<file path="config.mk">
export PLATFORM = sky130hd
export DESIGN_NAME = imem_loader
export DESIGN_NICKNAME = d
export VERILOG_FILES = /design/src/rtl/imem_loader_pkg.sv /design/src/rtl/imem_word_assembler.sv /design/src/rtl/imem_loader.sv
export SDC_FILE = /design/constraint.sdc
export NUM_CORES = 1
export LEC_CHECK = 0
export ABC_AREA = 1
export BUFFER_PORTS_ARGS = -buffer_cell sky130_fd_sc_hd__buf_4
export CAP_MARGIN = 20
export CORE_ASPECT_RATIO = 1.4
export CORE_MARGIN = 5
export CORE_UTILIZATION = 54
export DETAILED_ROUTE_END_ITERATION = 8
export PLACE_DENSITY = 0.8
export SETUP_SLACK_MARGIN = 0.5
export SLEW_MARGIN = 20
export SYNTH_ARGS = -nofsm -noshare
export SYNTH_HDL_FRONTEND = slang
export SYNTH_SLANG_ARGS = --single-unit
</file>
<file path="constraint.sdc">
create_clock -name clk -period 2.3 [get_ports clk]
set_input_delay 0.115 -clock clk [delete_from_list [all_inputs] [get_ports clk]]
set_output_delay 0.115 -clock clk [all_outputs]
set_load 0.02 [all_outputs]
</file>
<file path="src/rtl/imem_loader_pkg.sv">
// imem_loader_pkg
// Shared definitions for the instruction-memory loader: the framing state
// machine encoding, the default frame start marker, the default instruction
// RAM depth and the shift that turns a word index into a byte address.
package imem_loader_pkg;

   typedef enum logic [2:0] {
      ST_IDLE,
      ST_LEN_HI,
      ST_LEN_LO,
      ST_DATA,
      ST_CSUM,
      ST_DONE,
      ST_ERR
   } loader_state_t;

   localparam logic [7:0] DEFAULT_SYNC_BYTE   = 8'hA5;
   localparam int         DEFAULT_DEPTH_WORDS = 256;
   localparam int         WORD_ADDR_SHIFT     = 2;

endpackage

</file>
<file path="src/rtl/imem_word_assembler.sv">
// imem_word_assembler
// Packs incoming data bytes (most significant first) into 32-bit words and
// keeps a running XOR of every data byte seen since the last clear.
// Ports:
//   clk, reset   : system clock, synchronous active-high reset
//   clear        : restart byte position and checksum for a new image
//   byte_valid   : a data byte is being transferred this cycle
//   byte_data    : the data byte
//   last_byte    : the next accepted byte completes a word
//   word_valid   : one-cycle pulse, cycle after a word's 4th byte
//   word         : assembled word (stable while word_valid is high)
//   checksum     : XOR of all data bytes since clear
module imem_word_assembler
   import imem_loader_pkg::*;
(
   input  logic        clk,
   input  logic        reset,
   input  logic        clear,
   input  logic        byte_valid,
   input  logic [7:0]  byte_data,
   output logic        last_byte,
   output logic        word_valid,
   output logic [31:0] word,
   output logic [7:0]  checksum
);

   logic [1:0] byte_count;

   // The word is complete when three bytes are already held, so the
   // framing FSM can see this before the 4th byte lands.
   assign last_byte = (byte_count == 2'd3);

   // Shift register, byte position and checksum. The word_valid pulse is
   // raised one cycle after the 4th byte; at that point the shift register
   // holds the full word, and a following byte only shifts in at the end of
   // that cycle, so the word stays stable for the whole write strobe.
   always_ff @(posedge clk) begin
      if (reset) begin
         byte_count <= 2'd0;
         word       <= 32'd0;
         checksum   <= 8'd0;
         word_valid <= 1'b0;
      end else begin
         word_valid <= 1'b0;
         if (clear) begin
            byte_count <= 2'd0;
            checksum   <= 8'd0;
         end else if (byte_valid) begin
            word       <= {word[23:0], byte_data};
            checksum   <= checksum ^ byte_data;
            byte_count <= byte_count + 2'd1;
            word_valid <= last_byte;
         end
      end
   end

endmodule

</file>
<file path="src/rtl/imem_loader.sv">
// imem_loader
// Receives a framed byte stream (sync, 16-bit big-endian word count, data
// words MSB first, XOR checksum) and writes the words into the instruction
// RAM, holding the CPU until a complete, verified image is in place.
// Ports:
//   clk, reset : system clock, synchronous active-high reset
//   in_valid   : byte source offers a byte
//   in_data    : offered byte
//   in_ready   : loader accepts the byte this cycle
//   wr_en      : one-cycle instruction RAM write strobe
//   wr_addr    : word-aligned byte address of the write
//   wr_data    : instruction word to write
//   cpu_hold   : CPU held while high
//   done       : image loaded and checksum verified
//   err        : sticky framing/length/checksum error (cleared by reset)
module imem_loader
   import imem_loader_pkg::*;
#(
   parameter int         DEPTH_WORDS = DEFAULT_DEPTH_WORDS,
   parameter logic [7:0] SYNC_BYTE   = DEFAULT_SYNC_BYTE
) (
   input  logic        clk,
   input  logic        reset,
   input  logic        in_valid,
   input  logic [7:0]  in_data,
   output logic        in_ready,
   output logic        wr_en,
   output logic [31:0] wr_addr,
   output logic [31:0] wr_data,
   output logic        cpu_hold,
   output logic        done,
   output logic        err
);

   localparam int IDX_W = $clog2(DEPTH_WORDS) + 1;

   loader_state_t    state;
   logic [15:0]      len;
   logic [15:0]      len_rx;
   logic [IDX_W-1:0] word_index;
   logic             xfer;
   logic             asm_clear;
   logic             asm_valid;
   logic             last_byte;
   logic             word_valid;
   logic [31:0]      word;
   logic [7:0]       checksum;

   // A byte moves only on a valid/ready handshake. The assembler is cleared
   // on the length low byte so every image starts at byte 0 with a zero
   // checksum, and it only sees bytes that belong to the data section.
   assign xfer      = in_valid && in_ready;
   assign asm_clear = xfer && (state == ST_LEN_LO);
   assign asm_valid = xfer && (state == ST_DATA);
   assign len_rx    = {len[15:8], in_data};

   // The write strobe and word come straight from the assembler registers;
   // the address follows the word index, which only advances after the
   // write cycle so it still names the word being written.
   assign wr_en   = word_valid;
   assign wr_data = word;
   assign wr_addr = 32'(word_index) << WORD_ADDR_SHIFT;

   imem_word_assembler u_assembler (
      .clk        (clk),
      .reset      (reset),
      .clear      (asm_clear),
      .byte_valid (asm_valid),
      .byte_data  (in_data),
      .last_byte  (last_byte),
      .word_valid (word_valid),
      .word       (word),
      .checksum   (checksum)
   );

   // Framing state machine with registered status outputs. The word index
   // steps on every write strobe; the length-low transfer clears it, and
   // since that can never coincide with a strobe the later assignment is
   // only a tie-break in form. When the 4th byte of a word arrives the
   // index still equals that word's number, so comparing it with N-1 finds
   // the last word. ERR drops in_ready, so nothing more is accepted there.
   always_ff @(posedge clk) begin
      if (reset) begin
         state      <= ST_IDLE;
         in_ready   <= 1'b1;
         cpu_hold   <= 1'b1;
         done       <= 1'b0;
         err        <= 1'b0;
         len        <= 16'd0;
         word_index <= '0;
      end else begin
         if (word_valid) begin
            word_index <= word_index + IDX_W'(1);
         end
         if (xfer) begin
            case (state)
               ST_IDLE: begin
                  if (in_data == SYNC_BYTE) begin
                     state <= ST_LEN_HI;
                  end
               end
               ST_LEN_HI: begin
                  len[15:8] <= in_data;
                  state     <= ST_LEN_LO;
               end
               ST_LEN_LO: begin
                  len[7:0]   <= in_data;
                  word_index <= '0;
                  if (len_rx > 16'(DEPTH_WORDS)) begin
                     state    <= ST_ERR;
                     err      <= 1'b1;
                     in_ready <= 1'b0;
                  end else if (len_rx == 16'd0) begin
                     state <= ST_CSUM;
                  end else begin
                     state <= ST_DATA;
                  end
               end
               ST_DATA: begin
                  if (last_byte && (16'(word_index) == len - 16'd1)) begin
                     state <= ST_CSUM;
                  end
               end
               ST_CSUM: begin
                  if (in_data == checksum) begin
                     state    <= ST_DONE;
                     done     <= 1'b1;
                     cpu_hold <= 1'b0;
                  end else begin
                     state    <= ST_ERR;
                     err      <= 1'b1;
                     in_ready <= 1'b0;
                  end
               end
               ST_DONE: begin
                  if (in_data == SYNC_BYTE) begin
                     state    <= ST_LEN_HI;
                     cpu_hold <= 1'b1;
                     done     <= 1'b0;
                  end
               end
               default: begin
                  state <= state;
               end
            endcase
         end
      end
   end

endmodule
</file>
==> impl_metrics.py <==
metrics = {
    "worst_setup_path": {
        "critical_path.slowest_cell": "dfxtp_2",
        "critPathMostFrequentCell": "nand2_1",
        "worst-path-buf-inv": 2,
        "max_stage_delay_ns": 0.34,
        "cp-end-kind": "register",
        "reg2reg_depth": 16,
        "arrival_ns": 2.03,
        "worst_setup_path_start_kind": "register",
        "critPathTopFamily": "simple AND/OR/NAND/NOR gates",
        "critPathMaxFanout": 5,
        "path_class": "reg2reg",
        "worstPathRequired_ns": 2.54,
        "cp.depth": 16,
        "cp_cell_sequence": "inv_2 > ha_4 > nand2_2 > inv_1 > nor2_1 > nand2_1 > nor2_2 > nand2_1 > nor2_2 > nand2_1 > nor2_2 > nand3_2 > nand2_4 > nand3_2 > nand2_1 > nor2_1",
    },
    "die": {
        "die_w_microns": 80.3,
        "start_util_pct": 54.6,
        "die-area_sq_um": 8710,
        "io_pins": 80,
        "rows": 36,
        "coreArea_sq_um": 6850,
        "die_y_microns": 108,
    },
    "outcome": {
        "status": "completed",
    },
    "sta": {
        "setup_viol": 0,
        "period_needed_ns": 1.79,
        "report.final.hold_viol_count": 0,
        "setup_tns_ns": 0,
        "slew_viol_final": 0,
        "grt_setup_unrepaired": "yes",
        "worstMarginPinSlew_ns": 0.533,
        "period_share_pct": 77.8,
        "fin_ws_ns": 0.511,
        "slew_headroom_pct": 64.2,
        "skew_ns": 0.00831,
        "fmax_ghz": 0.559,
    },
    "placement": {
        "pre_cts_ws_ns": 0.462,
        "port_buffers": 56,
        "dp_hpwl_microns": 6170,
        "gp_congestion": 0.890,
        "placed_cell_area_sq_um": 4140,
    },
    "drt": {
        "antenna_left": 0,
        "finalWirelength_microns": 8590,
        "vias": 3440,
        "drc_errors": 0,
        "drt_iter0_drc": 197,
        "vias_per_cell": 5.10,
        "wl_per_cell_microns": 12.7,
        "drtPass1Iterations": 5,
    },
    "final_layout": {
        "final_nets": 588,
        "design_area_sq_um": 4430,
        "ff_latch_area_sq_um": 1510,
        "fillers": 613,
        "multi_input_area_sq_um": 1960,
        "diodes": 0,
        "area_delta_synth_final_pct": 18.5,
        "final_layout_size_suffix_gt1_share_pct": 22.8,
    },
    "logic_synthesis": {
        "ys_warn_count": 0,
        "synth_cells": 516,
        "seq_area_frac_synth_pct": 40.2,
        "synthesis.area_sq_um": 3740,
        "yosys-top-cells-area": "dfxtp_1 40%, nor2_1 11%, nand2_1 7.6%, o21ai_0 6.8%, buf_4 5.0%",
        "avgSynthCellArea_sq_um": 7.25,
        "synth_top_area_cell": "dfxtp_1",
        "synth_top_cell_area_share_pct": 40.2,
        "synth.distinct_cells": 36,
        "synth-seq-cells": 75,
    },
    "min_path": {
        "min_path_type": "in2reg",
        "whs_path_depth": 3,
    },
    "global_route": {
        "track_usage_pct": 20.8,
        "grt_max_degree": 41,
        "grt_pass1_vias": 3283,
        "antenna_found_initial": 0,
        "grt_pass1_wl_microns": 14300,
        "grt_overflow": 0,
    },
    "clock_network": {
        "clockBufferDepth": 2,
        "htree_levels": 3,
        "cts_tree": "built",
        "cts.sinks": 75,
        "clk_latency_ns": 0.35,
        "cts_inserted_buffers": 9,
        "cts-root-buf": "clkbuf_8",
        "clk_pin_slew_worst_paths_ns": 0.08,
    },
    "power_and_ir_drop": {
        "peakVddDrop_mv": 0.541,
        "leakagePower_nw": 1.96,
        "p_per_area_nw_per_um2": 844,
    },
    "run": {
        "cap_violations": 0,
    },
}
==> per-stage QoR <==
stage               hold slack [ns]  instances  total power, mW  utilization, %
CTS                          0.0364        673             3.68            63.7
detailed placement            0.317        655             2.70            60.5
global placement              0.316        655             2.65            60.5
floorplan                     0.184        538             2.48               -
finish                       0.0434        674             3.74            64.7
global route                 0.0613        674             4.01            64.7
==> synthesized netlist by cell type, drive strengths merged <==
master    n
nor2    126
nand2    81
dfxtp    75
o21ai    51
inv      40
a21oi    31
buf      30
nand3    20
xor2     16
clkbuf    8
nor3      6
xnor2     6
a211oi    5
nand4     4
ha        3
nor3b     3
o21bai    2
a31oi     1
clkinv    1
conb      1
nand3b    1
nor4      1
o211ai    1
o22ai     1
o31ai     1
or2       1
==> sequential cells by signal, indices dropped and copies added (netlist names) <==
name / flops
u_assembler.byte_count: 2
cpu_hold: 1
u_assembler.word_valid: 1
in_ready: 1
u_assembler.checksum: 8
u_assembler.word: 32
len: 16
done: 1
state: 3
word_index: 9
err: 1
==> where the power goes <==
part	internal, mW	total, mW	switching [mW]
clock	0.476	0.957	0.481
combinational	0.483	1.30	0.821
sequential	1.39	1.48	0.0921
==> logic make-up (layout without fill, tap and decap cells) <==
group | Yosys count | in the layout | synth area share, %
and+or+nand+nor | 243 | 243 | 28.8
DFF | 75 | 75 | 40.2
xor gates and xnor gates | 22 | 22 | 5.15
AOI/OAI and AO/OA | 93 | 93 | 13.7
other | 1 | 23 | 0.100
buffers and inverters | 79 | 120 | 11.1
adders and majority gates | 3 | 3 | 1.00
==> worst paths after layout <==
| check | from | to | slack (ns) |
|---|---|---|---|
| setup / recovery | len[1]$_SDFFE_PP0P_ | state[2]$_SDFFE_PP0P_ | 0.51 |
| hold / removal | in_data[6] | len[6]$_SDFFE_PP0P_ | 0.04 |
| setup reg to reg | len[1]$_SDFFE_PP0P_ | state[2]$_SDFFE_PP0P_ | 0.51 |
| hold reg to reg | err$_SDFFE_PP0P_ | err$_SDFFE_PP0P_ | 0.45 |
==> metal layers <==
layer	routed length (microns)	vias to the layer above	global-route usage (%)	share of wire [%]
met1	3570	1594	22.8	41
met4	260	0	11.2	3.0
li1	-	1727	-	-
met5	0	-	0	0
met3	484	20	5.67	5.6
met2	4280	99	36.1	50
==> cell usage in the layout, fill, tap and decap left out, types with 4 or more instances in the layout <==
| master | n |
|---|---|
| nor2_1 | 107 |
| nand2_1 | 73 |
| dfxtp_1 | 72 |
| buf_4 | 60 |
| o21ai_0 | 51 |
| a21oi_1 | 31 |
| inv_1 | 30 |
| conb_1 | 23 |
| xor2_1 | 16 |
| nor2_2 | 14 |
| nand3_1 | 14 |
| clkbuf_8 | 12 |
| inv_2 | 8 |
| nand2_2 | 6 |
| xnor2_1 | 6 |
| nand3_2 | 5 |
| nor2_4 | 5 |
| nand4_1 | 4 |
| nor3_1 | 4 |
| a211oi_2 | 4 |
==> area by class of cell <==
cell class	instances	share of cell area [%]
multi-input cells	384	44.3
inverters	41	3.64
clock buffers	12	3.73
repair buffers	63	11.1
well taps	95	2.68
flip-flops and latches	75	34.0
clock inverters	4	0.537
==> tightest hold or removal path, cell delays in order <==
cell	delay, ns
buf_4	0.12
nor2_1	0.05
nor2_1	0.08
==> repair_timing <==
action                                 in CTS  in global routing
resized for setup                           4                 20
endpoints found under the hold margin       2                  0
setup buffers                               1                  1
setup endpoints to repair                   3                 33
hold buffers                                1                  0
pin swaps                                   3                 11
Note: power is estimated with default switching activity, not from simulation.
